<file path="config.mk">
export PLATFORM = sky130hd
export DESIGN_NAME = brlite_svc_buffer
export DESIGN_NICKNAME = d
export VERILOG_FILES = /design/src/rtl/brlite_svc_buffer_pkg.sv /design/src/rtl/brlite_svc_buffer_fifo.sv /design/src/rtl/brlite_svc_buffer.sv
export SDC_FILE = /design/constraint.sdc
export NUM_CORES = 1
export LEC_CHECK = 0
export ABC_AREA = 1
export CAP_MARGIN = 20
export CORE_MARGIN = 8
export CORE_UTILIZATION = 25
export CTS_CLUSTER_SIZE = 20
export DETAILED_ROUTE_END_ITERATION = 6
export DONT_BUFFER_PORTS = 1
export GPL_ROUTABILITY_DRIVEN = 0
export PLACE_DENSITY = 0.37
export SLEW_MARGIN = 20
export SYNTH_ARGS = -nofsm -noshare
export SYNTH_HDL_FRONTEND = slang
export SYNTH_SLANG_ARGS = --single-unit
</file>
<file path="constraint.sdc">
create_clock -name clk_i -period 12.9 [get_ports clk_i]
set_input_delay 2.58 -clock clk_i [delete_from_list [all_inputs] [get_ports clk_i]]
set_output_delay 2.58 -clock clk_i [all_outputs]
set_load 0.02 [all_outputs]
</file>
<file path="src/rtl/brlite_svc_buffer_pkg.sv">
// BrLite service-message types shared by the BrLite router side and the DMNI.
// The package is named DMNIPkg because the NI MMR block already imports it
// for the same message layout.
package DMNIPkg;

    localparam int BRLITE_KSVC_W    = 8;
    localparam int BRLITE_SEQ_W     = 16;
    localparam int BRLITE_PRODUCER_W = 16;
    localparam int BRLITE_PAYLOAD_W = 32;

    // One service message as carried on the router local port.
    typedef struct packed {
        logic [BRLITE_KSVC_W-1:0]     ksvc;
        logic [BRLITE_SEQ_W-1:0]      seq_source;
        logic [BRLITE_PRODUCER_W-1:0] producer;
        logic [BRLITE_PAYLOAD_W-1:0]  payload;
    } brlite_svc_t;

    localparam int BRLITE_SVC_W = $bits(brlite_svc_t);

endpackage

</file>
<file path="src/rtl/brlite_svc_buffer_fifo.sv">
// brlite_svc_fifo: generic circular buffer with push/pop/full/empty/count.
// Push while full and pop while empty are ignored. Both are judged on the
// registered count, so at full a simultaneous push/pop only pops, and at
// empty a simultaneous push/pop only pushes. Storage is not reset.
module brlite_svc_fifo #(
    parameter int DEPTH = 8,
    parameter int WIDTH = 72,
    localparam int PTR_W = $clog2(DEPTH),
    localparam int CNT_W = PTR_W + 1
) (
    input  logic             clk_i,
    input  logic             rst_i,
    input  logic             push_i,
    input  logic [WIDTH-1:0] wdata_i,
    input  logic             pop_i,
    output logic [WIDTH-1:0] rdata_o,
    output logic             full_o,
    output logic             empty_o,
    output logic [CNT_W-1:0] count_o
);

    logic [WIDTH-1:0] mem [DEPTH];
    logic [PTR_W-1:0] head_q;
    logic [PTR_W-1:0] tail_q;
    logic [CNT_W-1:0] count_q;
    logic             push_ok;
    logic             pop_ok;

    assign full_o  = (count_q == CNT_W'(DEPTH));
    assign empty_o = (count_q == '0);
    assign push_ok = push_i && !full_o;
    assign pop_ok  = pop_i && !empty_o;
    assign rdata_o = mem[head_q];
    assign count_o = count_q;

    // Storage write; contents survive reset on purpose.
    always_ff @(posedge clk_i) begin
        if (push_ok) begin
            mem[tail_q] <= wdata_i;
        end
    end

    // Pointers wrap naturally at the power-of-two depth; count tracks occupancy.
    always_ff @(posedge clk_i) begin
        if (rst_i) begin
            head_q  <= '0;
            tail_q  <= '0;
            count_q <= '0;
        end else begin
            if (push_ok) begin
                tail_q <= tail_q + PTR_W'(1);
            end
            if (pop_ok) begin
                head_q <= head_q + PTR_W'(1);
            end
            case ({push_ok, pop_ok})
                2'b10:   count_q <= count_q + CNT_W'(1);
                2'b01:   count_q <= count_q - CNT_W'(1);
                default: count_q <= count_q;
            endcase
        end
    end

endmodule

</file>
<file path="src/rtl/brlite_svc_buffer.sv">
// brlite_svc_buffer: receive-side buffer between the BrLite router local
// output and the DMNI MMR block.
// Optional statistics (rcv_count_o, high_water_o) with BRLITE_SVC_STATS_EN.
//
// Handshake: the router raises rx_i with data_i and holds both until it sees
// ack_o. A message is captured on the edge where rx_i && !ack_o && !full;
// ack_o then pulses for exactly the following cycle, during which rx_i is
// ignored because the router only drops it on the edge that samples ack_o.
// Toward the NI, rx_o means "head entry valid on data_o"; a one-cycle ack_i
// pops it, and ack_i while empty does nothing.
module brlite_svc_buffer
    import DMNIPkg::*;
#(
    parameter int BUFFER_SIZE = 8,
    localparam int CNT_W = $clog2(BUFFER_SIZE) + 1
) (
    input  logic             clk_i,
    input  logic             rst_i,
    input  logic             rx_i,
    output logic             ack_o,
    input  brlite_svc_t      data_i,
    output logic             rx_o,
    input  logic             ack_i,
    output brlite_svc_t      data_o,
    output logic [CNT_W-1:0] count_o
`ifdef BRLITE_SVC_STATS_EN
    ,
    output logic [31:0]      rcv_count_o,
    output logic [CNT_W-1:0] high_water_o
`endif
);

    logic                    push;
    logic                    full;
    logic                    empty;
    logic [BRLITE_SVC_W-1:0] rdata;

    assign push   = rx_i && !ack_o && !full;
    assign rx_o   = !empty;
    assign data_o = brlite_svc_t'(rdata);

    brlite_svc_fifo #(
        .DEPTH (BUFFER_SIZE),
        .WIDTH (BRLITE_SVC_W)
    ) u_fifo (
        .clk_i   (clk_i),
        .rst_i   (rst_i),
        .push_i  (push),
        .wdata_i (data_i),
        .pop_i   (ack_i),
        .rdata_o (rdata),
        .full_o  (full),
        .empty_o (empty),
        .count_o (count_o)
    );

    // Ack pulse: one cycle after each capture, which also masks rx_i.
    always_ff @(posedge clk_i) begin
        if (rst_i) begin
            ack_o <= 1'b0;
        end else begin
            ack_o <= push;
        end
    end

`ifdef BRLITE_SVC_STATS_EN
    logic             pop_ok;
    logic [CNT_W-1:0] count_nxt;

    assign pop_ok    = ack_i && !empty;
    assign count_nxt = count_o + CNT_W'(push) - CNT_W'(pop_ok);

    // Accepted-message counter (wraps) and peak occupancy after each edge.
    always_ff @(posedge clk_i) begin
        if (rst_i) begin
            rcv_count_o  <= '0;
            high_water_o <= '0;
        end else begin
            if (push) begin
                rcv_count_o <= rcv_count_o + 32'd1;
            end
            if (count_nxt > high_water_o) begin
                high_water_o <= count_nxt;
            end
        end
    end
`endif

endmodule

</file>
**Yosys cells after proc, flatten, opt, wreduce, memory -nomap -nowiden**

Memories as Yosys holds them, arrays and structs flattened. A register that Yosys moved wholly into a read port is not among the register bits.
Index checks and enable logic that the tools add are counted.

- Register bits: 11
- RAM bits: 576
- Bits of input ports: 76
- Output and inout port bits: 78
- Logic and storage cells: 26
- Memories: 1

- $add $sub $neg: 4
- Equal/unequal tests: 3
- Mux-type cells: 5
- Reduce and logical (&&, ||, !) cells: 9

Memories:

| name | words | width | read ports | clocked after Yosys merged registers in | write ports | RTL line | RTL |
|---|---|---|---|---|---|---|---|
| u_fifo.mem | 8 | 72 | 1 | 1 | 1 | brlite_svc_buffer_fifo.sv:22 | `logic [WIDTH-1:0] mem [DEPTH];` |

Operators by type and width:

| cell | number |
|---|---|
| one-hot mux 4 bit (2 select lines) | 1 |
| adder 3 x 1 -> 3 bit, second input constant | 2 |
| two-way mux 3 bit | 2 |
| adder 4 x 1 -> 4 bit, second input constant | 1 |
| == test 4 bit, second input constant | 1 |
| logical AND 1 bit | 4 |
| logical NOT 4 bit | 1 |
| subtractor 4 x 1 -> 4 bit, second input constant | 1 |
| logical NOT 1 bit | 3 |
| == test 2 x 1 -> 1 bit, second input constant | 1 |
| == test 2 bit, second input constant | 1 |
| two-way mux 1 bit | 2 |
| nonzero test 2 bit | 1 |

**Depth between registers and ports, before layout**

- Word-level depth: 6
- Depth in mapped cells: 14
- Depth with buffers taken out: 14

**Modules after synthesis**

From an unflattened synthesis, not the netlist that was laid out.

- Cells, all modules: 1,720
- Area total of the unflattened synthesis: 23,123.4 sq um

By module, submodules not included:

| module | instances | cells each | area an instance (sq um) | sequential area each (sq um) |
|---|---|---|---|---|
| brlite_svc_fifo | 1 | 1,713 | 23,072.1 | 17,556.8 |
| brlite_svc_buffer | 1 | 7 | 51.3 | 20.0 |

**Worst setup path before layout**

No wires, ideal clock.

- Path type: input to register
- Start point: in rx_i
- End point: mem u_fifo.mem[4][0] (enable)
- Library setup time: 0.591 ns
- Arrival time: 7.810 ns
- Data required time: 12.309 ns
- Path slack: 4.499 ns
- Stages on the path: 3
- Path buffers: 1
- Path through: nand3_1 > buf_2 > nor3_1

- Cells in the longest elaborated chain, start to end: 5

RTL lines:

| what | RTL line | RTL |
|---|---|---|
| start, declared | brlite_svc_buffer.sv:19 | `input logic rx_i,` |
| logical AND 1 bit (2 in a row) | brlite_svc_buffer.sv:38 | `assign push = rx_i && !ack_o && !full;` |
| logical AND 1 bit | brlite_svc_buffer_fifo.sv:31 | `assign push_ok = push_i && !full_o;` |
| two-way mux 1 bit | brlite_svc_buffer_fifo.sv:38 | `if (push_ok) begin` |
| two-way mux 1 bit (not written as such) | brlite_svc_buffer_fifo.sv:39 | `mem[tail_q] <= wdata_i;` |
| end, declared | brlite_svc_buffer_fifo.sv:22 |  |

Every way passes these cells.

==> metrics.log <==
INFO  metric die_w = approximately 320 µm
INFO  metric leak = 8.63 nW
INFO  metric final-setup-viol-count = 0
INFO  metric post-route-drc-count = 0
INFO  metric syn-num-nets = between 1,500 and 2,000
INFO  metric synthesis.instances = 1,711
INFO  metric wire_length_of_the_first_global_routing_pass = slightly below 90 mm
INFO  metric postCtsHoldBufs = 0
INFO  metric cts.clk_slew.worst_paths = 60 ps
INFO  metric post-dp-hpwl = 31.3 mm
INFO  metric grt_start_max_net_pins = 89
INFO  metric area_delta_synth_final = 14.5%
INFO  metric grt_setup_unrepaired = false
INFO  metric placement.setup.worst_slack = 7110 ps
INFO  metric antenna_cells = 0
INFO  metric quantity_of_gates_resized_following_cts = 0
INFO  metric wire_per_inst = 20.6 µm
INFO  metric placement_rows = between 100 and 150
INFO  metric timing.critical_path.cells = buf_4, buf_4, nor2_1, nor2_1, o21ai_0, o21ai_1, nand2_1, nand2_1
INFO  metric die_height = 320 µm
INFO  metric hold-worst-slack = roughly 490 ps
INFO  metric synthDominantCellAreaShare = 74.8%
INFO  metric clock.fmax = approximately 160 MHz
INFO  metric power_switching = 1.67 mW
INFO  metric globalRouteMet1Util = 14.6%
INFO  metric floorplan.die_area = between 100,000 and 150,000 µm²
INFO  metric drtAntennaViolNets = 0
INFO  metric ys_types = 25
INFO  metric grt_use_met3 = 3.20%
INFO  metric timing.critical_path.slowest_stage_cell = sky130_fd_sc_hd__buf_4
INFO  metric vdd.ir_drop.worst = 102 µV
INFO  metric mostFrequentLayoutCell = sky130_fd_sc_hd__edfxtp_1
INFO  metric tritoncts_clock_tree = yes
INFO  metric comb_power_share = 21.2%
INFO  metric synth_sequential_area_ratio = ~76%
INFO  metric clock_sinks = 590
INFO  metric critPathRequiredTime = 10,320 ps
INFO  metric detail_route.iter0.violations = 871
INFO  metric cts_max_path_buffers = 3
INFO  metric relSlewSlack = between 30% and 40%
INFO  metric grt-ovfl-total = 0
INFO  metric mostFrequentLayoutCells = 576 x sky130_fd_sc_hd__edfxtp_1, 297 x sky130_fd_sc_hd__nor2_1, 237 x sky130_fd_sc_hd__o21ai_0
INFO  metric floorplan.initialDensity = approximately a quarter
INFO  metric min-delay-path-class = reg2reg
INFO  metric layout_min_cycle_time = 6330 ps
INFO  metric crit_path_max_incr_delay = 840 ps
INFO  metric power.share.clock = a little over a third
INFO  metric fillerInstances = 9,245
INFO  metric tightest_slew = 964 ps
INFO  metric area_of_the_mapped_netlist = 23,100 µm²
INFO  metric groute.usage.overall = 11.6%
INFO  metric numPortBuffers = 0
INFO  metric finalPower = 5.33 mW
INFO  metric cts_root_buffer = sky130_fd_sc_hd__clkbuf_16
INFO  metric startpoint_type = register
INFO  metric io_pins = 154
INFO  metric fin_ws = ~6600 ps
INFO  metric pwr-share-seq = 43.2%
INFO  metric num_vias = 13,070
INFO  metric swShare = around a third
INFO  metric cts.htree.levels = 3
INFO  metric syn-mean-instance-area = 13.5 µm²
INFO  metric grt_antenna_before_repair = 0
INFO  metric first_global_vias = 13,198
INFO  metric grtUsageMet2 = just under 20%
INFO  metric max-cap-violations = 0
INFO  metric drt-vias-per-instance = 4.44
INFO  metric post_cts_buffers = 0
INFO  metric post_layout_instance_count_excluding_filler_cells = 2,947
INFO  metric yosys_register_bits = roughly 600
INFO  metric finClkSkew = 23.0 ps
INFO  metric cp-end-kind = output pin
INFO  metric hold_viol_final = 0
INFO  metric fin_tns_setup = 0 ps
INFO  metric worst-setup-path-type = reg2out
INFO  metric drt-pass1-iter-count = 4
INFO  metric grt.busiest_layer = met2
INFO  metric num-nets-final = 1,791
INFO  metric floorplan.core_area = 91,700 µm²
INFO  metric ys_warn_count = 0
INFO  metric finalMaxSlewViolations = 0
INFO  metric synth_top_cell_by_area = sky130_fd_sc_hd__edfxtp_1
INFO  metric route.final.wire_length = 60.7 mm
INFO  metric crit_fanout = 73
INFO  metric post-route-period-util = 49.1%
INFO  metric outcome = finished, final reports clean
INFO  metric numCtsBuffers = 70
INFO  metric synthTopCellsByArea = sky130_fd_sc_hd__edfxtp_1 75%, sky130_fd_sc_hd__o21ai_0 5.1%, sky130_fd_sc_hd__nor2_1 4.8%
INFO  metric internal-power = about 3.7 mW
INFO  metric clock_insertion_delay_worst_skew = 600 ps
INFO  metric power_density_cells = 201 nW/µm²
INFO  metric dpl.cell_count = 2,824
INFO  metric final_layout_size_suffix_gt1_share = 7.95%
INFO  metric arrival = 3750 ps
cell families (layout without fill, tap and decap cells):
family,count (synthesis),in the layout,share of synthesized area (%)
AOI/OAI and AO/OA,376,376,8.53
and+or+nand+nor,543,543,8.92
muxes,72,72,3.12
adders and majority gates,5,5,0.271
buffers and inverters,121,171,2.95
xor gates and xnor gates,4,4,0.152
DFF,590,590,76.1
power by group through the flow:
stage / registers (mW) / logic (mW) / clock network, mW
3_3_place_gp: 2.34 / 1.17 / 0
5_1_grt: 2.31 / 1.27 / 2.04
4_1_cts: 2.30 / 1.17 / 1.97
3_5_place_dp: 2.34 / 1.17 / 0
2_1_floorplan: 2.31 / 0.928 / 0
6_report: 2.30 / 1.13 / 1.90
cell usage after synthesis:
library cell               count
sky130_fd_sc_hd__buf_12        3
sky130_fd_sc_hd__o21ai_0     237
sky130_fd_sc_hd__buf_6         4
sky130_fd_sc_hd__buf_1        17
sky130_fd_sc_hd__xor2_1        2
sky130_fd_sc_hd__mux2i_1      72
sky130_fd_sc_hd__nor3_1        8
sky130_fd_sc_hd__dfxtp_1      14
sky130_fd_sc_hd__buf_8         9
sky130_fd_sc_hd__inv_1        16
sky130_fd_sc_hd__xnor2_1       2
sky130_fd_sc_hd__nand4_1       1
sky130_fd_sc_hd__a21oi_1       8
sky130_fd_sc_hd__buf_4         3
sky130_fd_sc_hd__nand2_1     229
sky130_fd_sc_hd__clkbuf_1     38
sky130_fd_sc_hd__buf_2        29
sky130_fd_sc_hd__nand3_1       7
sky130_fd_sc_hd__o21ai_1      59
sky130_fd_sc_hd__o22ai_1      72
sky130_fd_sc_hd__ha_1          5
sky130_fd_sc_hd__and3_1        1
sky130_fd_sc_hd__edfxtp_1    576
sky130_fd_sc_hd__inv_2         2
sky130_fd_sc_hd__nor2_1      297
per-stage QoR:
| stage | cell area (µm²) | util (%) |
|---|---|---|
| detailed placement | 24300 | 26.5 |
| global route | 26500 | 28.9 |
| floorplan | 23100 | - |
| finish | 26500 | 28.9 |
| CTS | 26500 | 28.9 |
| global placement | 24300 | 26.5 |
final cells by class:
class | instances | area (µm²) | share of cell area [%]
sequential | 590 | 17600 | 66.5
multi-input combinational | 1000 | 4890 | 18.5
clock buffer | 83 | 1860 | 7.05
tap | 1186 | 1480 | 5.61
clock inverter | 40 | 330 | 1.25
timing repair buffer | 30 | 225 | 0.851
inverter | 18 | 73.8 | 0.279
final timing paths:
| path | startpoint | cells past startpoint | slack [ps] | endpoint |
|---|---|---|---|---|
| hold / removal | u_fifo.head_q[0] | 1 | 490 | register |
| setup / recovery | register | 8 | 6570 | data_o[33] |
| hold reg to reg | u_fifo.head_q[0] | 1 | 490 | register |
| setup reg to reg | u_fifo.count_o[0] | 6 | 9470 | u_fifo.mem[3][42] |
worst max-delay path, delay by kind of cell (launching register included):
family	cells	cell delay, ps
flip-flops	1	810
buffers and inverters	2	1480
AND/OR/NAND/NOR	4	560
AO/OA/AOI/OAI	2	210
sequential cells by signal (all words and copies together) (netlist names), named ones only:
signal / cells
ack_o: 1
u_fifo.head_q: 3
u_fifo.mem: 576
u_fifo.tail_q: 3
u_fifo.count_o: 4
per-layer routing:
layer / share of wire (%) / wire (µm) / vias up
met2: 48 / 29200 / 210
met3: 5.5 / 3360 / 69
met1: 45 / 27100 / 6562
met5: 0 / 0 / -
li1: - / - / 6229
met4: 1.8 / 1070 / 0
Note: power is estimated with default switching activity, not from simulation.
